$ cat src/rtl/toggle_edge_monitor.sv
// Receive-side checker for a free-running toggle/clock signal.
// Synchronizes tog_in, detects rising edges, counts them, tracks parity, measures the
// rise-to-rise period and flags completion (EDGE_TARGET edges) or a stall (TIMEOUT_CYC).
// Optional macro TOGGLE_EDGE_MONITOR_HIGH_TIME_EN adds high-phase width measurement
// (high_time / high_valid).
module toggle_edge_monitor #(
  parameter int unsigned SYNC_STAGES = 2,
  parameter int unsigned CNT_W       = 16,
  parameter int unsigned EDGE_TARGET = 21,
  parameter int unsigned TIMEOUT_CYC = 1000
) (
  input  logic             clk,
  input  logic             rst_n,
  input  logic             en,
  input  logic             tog_in,
  output logic             edge_pulse,
  output logic             parity,
  output logic [CNT_W-1:0] edge_cnt,
  output logic [CNT_W-1:0] period,
  output logic             period_valid,
  output logic             done,
  output logic             timeout
`ifdef TOGGLE_EDGE_MONITOR_HIGH_TIME_EN
  ,
  output logic [CNT_W-1:0] high_time,
  output logic             high_valid
`endif
);

  localparam logic [CNT_W-1:0] EdgeTarget  = CNT_W'(EDGE_TARGET);
  // Gap value one cycle before expiry; the timeout fires in the update that reaches TIMEOUT_CYC.
  localparam logic [CNT_W-1:0] TimeoutLast = CNT_W'(TIMEOUT_CYC - 1);
  localparam logic [CNT_W-1:0] CntOne      = CNT_W'(1);

  typedef enum logic [2:0] {
    StIdle,
    StWaitFirst,
    StMeasure,
    StDone,
    StTimeout
  } state_e;

  logic [SYNC_STAGES-1:0] sync_q;
  logic                   prev_q;
  logic                   sync_out;
  logic                   rise;

  state_e           state_q;
  logic             edge_pulse_q;
  logic             parity_q;
  logic [CNT_W-1:0] edge_cnt_q;
  logic [CNT_W-1:0] period_q;
  logic             period_valid_q;
  logic             done_q;
  logic             timeout_q;
  logic [CNT_W-1:0] per_cnt_q;
  logic [CNT_W-1:0] gap_q;

  logic [CNT_W-1:0] cnt_next;
  logic [CNT_W-1:0] per_inc;
  logic [CNT_W-1:0] gap_inc;
  logic             gap_expire;

  // Synchronizer chain plus previous-sample flop; runs in every FSM state.
  always_ff @(posedge clk) begin
    if (!rst_n) begin
      sync_q <= '0;
      prev_q <= 1'b0;
    end else begin
      sync_q <= {sync_q[SYNC_STAGES-2:0], tog_in};
      prev_q <= sync_q[SYNC_STAGES-1];
    end
  end

  assign sync_out = sync_q[SYNC_STAGES-1];
  assign rise     = sync_out & ~prev_q;

  // Counter increments shared by the FSM branches.
  always_comb begin
    cnt_next   = edge_cnt_q + CntOne;
    per_inc    = (per_cnt_q == '1) ? per_cnt_q : per_cnt_q + CntOne;
    gap_inc    = gap_q + CntOne;
    gap_expire = (gap_q == TimeoutLast);
  end

  // Monitor FSM with registered outputs; en low always returns to idle and clears results.
  always_ff @(posedge clk) begin
    if (!rst_n) begin
      state_q        <= StIdle;
      edge_pulse_q   <= 1'b0;
      parity_q       <= 1'b0;
      edge_cnt_q     <= '0;
      period_q       <= '0;
      period_valid_q <= 1'b0;
      done_q         <= 1'b0;
      timeout_q      <= 1'b0;
      per_cnt_q      <= '0;
      gap_q          <= '0;
    end else begin
      edge_pulse_q   <= 1'b0;
      period_valid_q <= 1'b0;
      if (!en) begin
        state_q    <= StIdle;
        parity_q   <= 1'b0;
        edge_cnt_q <= '0;
        period_q   <= '0;
        done_q     <= 1'b0;
        timeout_q  <= 1'b0;
        per_cnt_q  <= '0;
        gap_q      <= '0;
      end else begin
        case (state_q)
          StIdle: begin
            state_q    <= StWaitFirst;
            edge_cnt_q <= '0;
            per_cnt_q  <= '0;
            gap_q      <= '0;
          end
          StWaitFirst: begin
            if (rise) begin
              edge_pulse_q <= 1'b1;
              edge_cnt_q   <= CntOne;
              parity_q     <= 1'b1;
              per_cnt_q    <= CntOne;
              gap_q        <= '0;
              if (EdgeTarget == CntOne) begin
                state_q <= StDone;
                done_q  <= 1'b1;
              end else begin
                state_q <= StMeasure;
              end
            end else begin
              gap_q <= gap_inc;
              if (gap_expire) begin
                state_q   <= StTimeout;
                timeout_q <= 1'b1;
              end
            end
          end
          StMeasure: begin
            if (rise) begin
              edge_pulse_q   <= 1'b1;
              period_q       <= per_cnt_q;
              period_valid_q <= 1'b1;
              edge_cnt_q     <= cnt_next;
              parity_q       <= ~parity_q;
              per_cnt_q      <= CntOne;
              gap_q          <= '0;
              if (cnt_next == EdgeTarget) begin
                state_q <= StDone;
                done_q  <= 1'b1;
              end
            end else begin
              per_cnt_q <= per_inc;
              gap_q     <= gap_inc;
              if (gap_expire) begin
                state_q   <= StTimeout;
                timeout_q <= 1'b1;
              end
            end
          end
          StDone, StTimeout: begin
            // Terminal until en drops: edges ignored, results held.
          end
          default: state_q <= StIdle;
        endcase
      end
    end
  end

  assign edge_pulse   = edge_pulse_q;
  assign parity       = parity_q;
  assign edge_cnt     = edge_cnt_q;
  assign period       = period_q;
  assign period_valid = period_valid_q;
  assign done         = done_q;
  assign timeout      = timeout_q;

`ifdef TOGGLE_EDGE_MONITOR_HIGH_TIME_EN
  logic             fall;
  logic [CNT_W-1:0] high_cnt_q;
  logic [CNT_W-1:0] high_time_q;
  logic             high_valid_q;

  assign fall = ~sync_out & prev_q;

  // High-phase width: count runs independently of en so a phase is measured in full;
  // it is only reported on a fall seen while measuring.
  always_ff @(posedge clk) begin
    if (!rst_n) begin
      high_cnt_q   <= '0;
      high_time_q  <= '0;
      high_valid_q <= 1'b0;
    end else begin
      high_valid_q <= 1'b0;
      if (rise) begin
        high_cnt_q <= CntOne;
      end else if (sync_out && (high_cnt_q != '1)) begin
        high_cnt_q <= high_cnt_q + CntOne;
      end
      if (!en) begin
        high_time_q <= '0;
      end else if ((state_q == StMeasure) && fall) begin
        high_time_q  <= high_cnt_q;
        high_valid_q <= 1'b1;
      end
    end
  end

  assign high_time  = high_time_q;
  assign high_valid = high_valid_q;
`endif

endmodule

$ cat config.mk
export PLATFORM = sky130hd
export DESIGN_NAME = toggle_edge_monitor
export DESIGN_NICKNAME = d
export VERILOG_FILES = /design/src/rtl/toggle_edge_monitor.sv
export SDC_FILE = /design/constraint.sdc
export NUM_CORES = 1
export LEC_CHECK = 0
export CORE_UTILIZATION = 63
export CTS_CLUSTER_SIZE = 40
export DETAILED_ROUTE_END_ITERATION = 6
export DONT_BUFFER_PORTS = 1
export PLACE_DENSITY = 0.76
export SLEW_MARGIN = 40
export SYNTH_ARGS = -nofsm -noshare
export SYNTH_HDL_FRONTEND = slang
export SYNTH_SLANG_ARGS = --single-unit
$ cat constraint.sdc
create_clock -name clk -period 2.3 [get_ports clk]
set_input_delay 0.23 -clock clk [delete_from_list [all_inputs] [get_ports clk]]
set_output_delay 0.23 -clock clk [all_outputs]
set_load 0.03 [all_outputs]
==> flow_summary.toml, run 1 <==
[placed_design]
hpwl_um = 5600
portBuffers = 0
globalplace.congestion = 0.902

[synthesis]
yosys.area_share.simple_pct = 29.4
synth_compound_area_share_pct = 15.3
synth_ff_type = "dfxtp_1"
synth_top_area_share_pct = 41.9
ys_top_cells_by_area = "dfxtp_1 42%, nand2_1 7.2%, a21oi_1 5.2%"
synthXorXnorAreaFrac_pct = 7.10
syn_area_per_cell_um2 = 8.19
muxShareOfSynthArea_pct = 0.839
synth_top_cell_by_area = "dfxtp_1"
synth_cells = 437
ys_warn_count = 0
synth_adder_area_share_pct = 1.40
synth_top_family_by_area = "simple AND/OR/NAND/NOR gates"
synth_cell_type_count = 58
synthArstFlopShare_pct = 0
synth-edff-count = 0
ys_ff_latch = 75
syn-cell-area_mm2 = 0.00358
ys_seq_area_share_pct = 41.9
syn-num-nets = 445

[setup_path]
crit_slowest_cell = "or3_1"
cp.required_ns = 2.57
crit_path_start_kind = "flip-flop"
reg2reg_from = "edge_cnt[0]$_SDFFE_PN0P_"
worstPathMaxFanout = 7
reg2reg_depth = 7
arrival_ns = 2.44
reg2reg_slack_ns = 0.14
r2r_end = "state_q[0]$_SDFFE_PN0P_"
end_kind = "flip-flop"
worstSetupPathType = "flip-flop to flip-flop"
critPathMaxStageDelay_ns = 0.43
path_cells = "ha_1, nand3_2, nor4_2, xnor2_1, o2111ai_1, or3_1, a211oi_2"

[power_and_ir_drop]
ir_drop_uv = 523
power_density_mw_per_mm2 = 600
p_total_mw = 2.41
leakagePower_nw = 1.38

[timing]
maxSlewHeadroom_pct = 50.7
drv_slew = 0
finalCritPeriodShare_pct = 94.1
clock.fmax_mhz = 462
skew_ns = 0.00661
rsz0062_at_grt = "no"
fin_crit_ns = 2.16
finalHoldViolations = 0
worstMarginPinSlew_ns = 0.737
hold-worst-slack_ns = 0.304
finalSetupViolCount = 0
setup_tns_ns = 0

[global_routing]
grtUsageMet1_pct = 36.4
antenna_found_initial = 0
top_usage_layer = "met2"
globalRouteMet3Util_pct = 4.94
grt_pass1_wl_um = 13000
met2_usage_pct = 44.2
grt-ovfl-total = 0
grt_pass1_vias = 2760
grt_usage_pct = 27.7
grt_max_degree = 23

[detailed_routing]
drc = 0
drtIter0Drc = 104
vias = 3036
wl_per_cell_um = 14.8
wirelength_um = 7860
first_pass_iters = 4
drtAntennaViolNets = 0
routed_via_density = 5.71

[clock_tree]
cts_tree = "yes"
post_cts.repair.setup_buffers = 0
clock-sinks = 75
htree_levels = 3
clk_path_buf_depth = 2
cts_made_buffers = 9
clk_pin_slew_worst_paths_ns = 0.07
clk_latency_ns = 0.35
root_buffer = "clkbuf_8"

[flow_run]
drv_cap = 0

[die]
fp.dieW_um = 77.4
dieArea_mm2 = 0.00599
die_h_um = 77.4
std_cell_rows = 27
coreArea_mm2 = 0.00551
io_pins = 41
start_util_pct = 65.0

[outcome]
outcome = "finished, final reports clean"

[layout]
drive_gt1_share_pct = 13.0
syn2layout_area_growth_pct = 12.0
final_cell_mix = "73 x dfxtp_1, 69 x nand2_1, 41 x nor2_1"
nNetsFinal = 463
n_antenna_cell = 0
final_common_cell = "dfxtp_1"

[worst_hold_path]
hp-class = "primary input to flip-flop"
hold_end = "done$_SDFFE_PN0P_"
hold_depth = 3
worstHoldStart = "en"
## power breakdown
| part | leakage [nW] | switching, mW | internal [mW] |
|---|---|---|---|
| clock | 0.0998 | 0.470 | 0.563 |
| combinational | 0.676 | 0.0425 | 0.0218 |
| sequential | 0.606 | 0.00608 | 1.30 |
## how the worst max path moves through the flow
stage | start | endpoint | slack, ns | cells past startpoint
after floorplan | edge_cnt[1]$_SDFFE_PN0P_ | state_q[0]$_SDFFE_PN0P_ | 0.1 | 7
after global placement | edge_cnt[0]$_SDFFE_PN0P_ | state_q[0]$_SDFFE_PN0P_ | 0.23 | 7
after detailed placement | edge_cnt[0]$_SDFFE_PN0P_ | state_q[0]$_SDFFE_PN0P_ | 0.08 | 7
after CTS | edge_cnt[0]$_SDFFE_PN0P_ | state_q[0]$_SDFFE_PN0P_ | 0.07 | 7
after global routing | edge_cnt[0]$_SDFFE_PN0P_ | state_q[0]$_SDFFE_PN0P_ | 0.02 | 8
final | edge_cnt[0]$_SDFFE_PN0P_ | state_q[0]$_SDFFE_PN0P_ | 0.14 | 7
## synth_stat cells, drive strengths merged, types with 5 or more instances
master and n:
buf 8, o21ai 25, nor3 11, nor4 8, nor2 42, inv 11, and3 8, xor2 21
nand2 69, xnor2 8, dfxtp 75, or3 5, nand2b 6, nand4 14, a21oi 39, nand3 13
and2 8, clkbuf 14
## logic make-up after synthesis
family,Yosys count
xor+xnor,29
fa+ha+maj,4
mux,3
flops,75
buf+inv,33
simple gates,205
compound gates,88
## critical path, delay by kind of cell, from the launching register on
family,cells,cell delay (ns)
adders and majority gates,1,0.20
DFF,1,0.41
and+or+nand+nor,3,0.94
xor gates and xnor gates,1,0.18
AOI/OAI and AO/OA,2,0.36
## state kept, by name, indices dropped and copies added (netlist names), 2 cells and up
| signal | count |
|---|---|
| edge_cnt | 16 |
| gap_q | 16 |
| per_cnt_q | 16 |
| period | 16 |
| state_q | 3 |
| sync_q | 2 |
## layer usage
layer  wire, um  vias up  part of all wire (%)
li1           -     1567                     -
met1       3710     1393                    47
met2       3670       65                    47
met3        346       11                   4.4
met4        138        0                   1.8
met5          0        -                     0
## metrics by stage
stage	utilization, %	cell area [um^2]	worst slack [ns]	std cells
2_1_floorplan	-	3580	0.0972	437
3_3_place_gp	68.6	3780	0.226	514
3_5_place_dp	68.6	3780	0.0781	514
4_1_cts	72.7	4000	0.0712	532
5_1_grt	72.8	4010	0.0193	532
6_report	72.8	4010	0.135	532
## repair_timing
action | CTS | global route
hold buffers | 2 | 0
setup endpoints to repair | 0 | 1
resized for setup | 0 | 1
hold endpoints to repair | 3 | 0
## area by class of cell
type,instances,area (um^2)
Clock buffer,13,159
Sequential cell,75,1500
Fill cell,461,1500
Inverter,11,41.3
Clock inverter,3,46.3
Timing Repair Buffer,29,223
Tap cell,72,90.1
Multi-Input combinational cell,329,1940
(Power assumes the default switching activity.)
==> inputs of run 2 (changes only) <==
--- a/config.mk
+++ b/config.mk
@@ -10,6 +10,7 @@
 export DETAILED_ROUTE_END_ITERATION = 6
 export DONT_BUFFER_PORTS = 1
 export PLACE_DENSITY = 0.76
+export RECOVER_POWER = 25
 export SLEW_MARGIN = 40
 export SYNTH_ARGS = -nofsm -noshare
 export SYNTH_HDL_FRONTEND = slang
==> run 2 against run 1 <==
Against the previous run: die area is the same; clock skew up 0.00061 ns; sequential power about the same; flip-flop and latch count unchanged; combinational power about the same; critical path type unchanged; critical endpoint unchanged; highest routed layer unchanged.
==> flow_summary.toml, run 2 (synthesis results as in run 1) <==
[outcome]
outcome = "finished, final reports clean"

[clock_tree]
clk_pin_slew_worst_paths_ns = 0.07
root_buffer = "clkbuf_8"
htree_levels = 3
cts_tree = "yes"
clk_latency_ns = 0.35
clock-sinks = 75
clk_path_buf_depth = 2
cts_made_buffers = 9
post_cts.repair.setup_buffers = 0

[global_routing]
grt_pass1_vias = 2760
grt_pass1_wl_um = 13000
grt_usage_pct = 27.7
grt_max_degree = 23
grt-ovfl-total = 0
antenna_found_initial = 0

[timing]
clock.fmax_mhz = 460
finalCritPeriodShare_pct = 94.4
finalSetupViolCount = 0
fin_crit_ns = 2.17
finalHoldViolations = 0
drv_slew = 0
worst_slack_ns = 0.128
setup_tns_ns = 0
skew_ns = 0.00722
worstMarginPinSlew_ns = 0.737
rsz0062_at_grt = "no"
maxSlewHeadroom_pct = 50.7

[layout]
final_common_cell = "dfxtp_1"
nNetsFinal = 463
n_antenna_cell = 0
final_util_pct = 72.5
seqCellArea_mm2 = 0.00150
multiInputGateArea_mm2 = 0.00194
fill_cells = 461
final_cell_mix = "73 x dfxtp_1, 69 x nand2_1, 41 x nor2_1"
syn2layout_area_growth_pct = 11.5
drive_gt1_share_pct = 12.2

[setup_path]
crit_path_start = "edge_cnt[0]$_SDFFE_PN0P_"
crit_cells = 7
reg2reg_slack_ns = 0.13
path_delay_family = "simple AND/OR/NAND/NOR gates"
reg2reg_depth = 7
crit_path_start_kind = "flip-flop"
path_cells = "ha_1, nand3_2, nor4_2, xnor2_1, o2111ai_1, or3_1, a211oi_2"
path_buf_inv = 0
reg2reg_from = "edge_cnt[0]$_SDFFE_PN0P_"
r2r_end = "state_q[0]$_SDFFE_PN0P_"
end_kind = "flip-flop"
crit_slowest_cell = "or3_1"
critPathMaxStageDelay_ns = 0.43
critPathCapture = "state_q[0]$_SDFFE_PN0P_"
worstPathMaxFanout = 7
worstSetupPathType = "flip-flop to flip-flop"
arrival_ns = 2.44
cp.required_ns = 2.57

[detailed_routing]
drc = 0
routed_via_density = 5.70
first_pass_iters = 4
wirelength_um = 7880
vias = 3030
wl_per_cell_um = 14.8
drtAntennaViolNets = 0
drtIter0Drc = 107

[die]
coreArea_mm2 = 0.00551
dieArea_mm2 = 0.00599
die_h_um = 77.4
std_cell_rows = 27
fp.dieW_um = 77.4
io_pins = 41
start_util_pct = 65.0

[placed_design]
hpwl_um = 5600
dp_slack_ns = 0.0781
globalplace.congestion = 0.902
portBuffers = 0

[power_and_ir_drop]
leakagePower_nw = 1.36
ir_drop_uv = 523
power_density_mw_per_mm2 = 603
p_total_mw = 2.41

[flow_run]
drv_cap = 0

[worst_hold_path]
hp-class = "primary input to flip-flop"
[run 2: cell types whose count changed in the layout (fill, tap and decap cells not counted), sizes merged]
cell    delta
clkbuf     +4
buf        -4
[run 2: where the power goes]
group / switching (mW) / leakage, nW / internal, mW
combinational: 0.0427 / 0.658 / 0.0218
clock: 0.470 / 0.0998 / 0.563
sequential: 0.00606 / 0.606 / 1.30
[run 2: worst min path at each step]
stage	from	slack, ns	cells after the start	end
after global placement	rst_n	0.35	1	sync_q[1]$_SDFF_PN0_
final	en	0.31	3	done$_SDFFE_PN0P_
after CTS	en	0.29	3	done$_SDFFE_PN0P_
after global routing	en	0.34	3	parity$_SDFFE_PN0P_
after detailed placement	rst_n	0.36	1	sync_q[0]$_SDFF_PN0_
after floorplan	rst_n	0.35	1	sync_q[0]$_SDFF_PN0_
[run 2: per-layer routing]
metal	part of all wire [%]	wire length (um)	GRT usage (%)	up-vias
met3	4.1	326	4.94	11
met1	48	3760	36.4	1389
met4	1.7	137	12.5	0
li1	-	-	-	1567
met2	46	3660	44.2	63
met5	0	0	0	-
[run 2: timing repair]
item / in CTS / in global routing
gates resized for setup: 0 / 1
setup endpoints to repair: 0 / 1
hold buffers: 2 / 0
endpoints found under the hold margin: 3 / 0
[run 2: per-stage QoR]
stage / hold WS, ns / cells / cell area, um^2
2_1_floorplan: 0.352 / 437 / 3580
3_3_place_gp: 0.353 / 514 / 3780
3_5_place_dp: 0.357 / 514 / 3780
4_1_cts: 0.293 / 532 / 4000
5_1_grt: 0.342 / 532 / 3990
6_report: 0.307 / 532 / 3990
[run 2: tightest hold or removal path: cells and delay by family]
kind	cells	cell delay (ns)
and+or+nand+nor	2	0.32
AOI/OAI and AO/OA	1	0.06
[run 2: layout make-up]
type | instances | area share, %
sequential | 75 | 37.7
inverter | 11 | 1.03
timing repair buffer | 29 | 5.20
tap | 72 | 2.26
clock inverter | 3 | 1.16
multi-input combinational | 329 | 48.7
clock buffer | 13 | 3.98
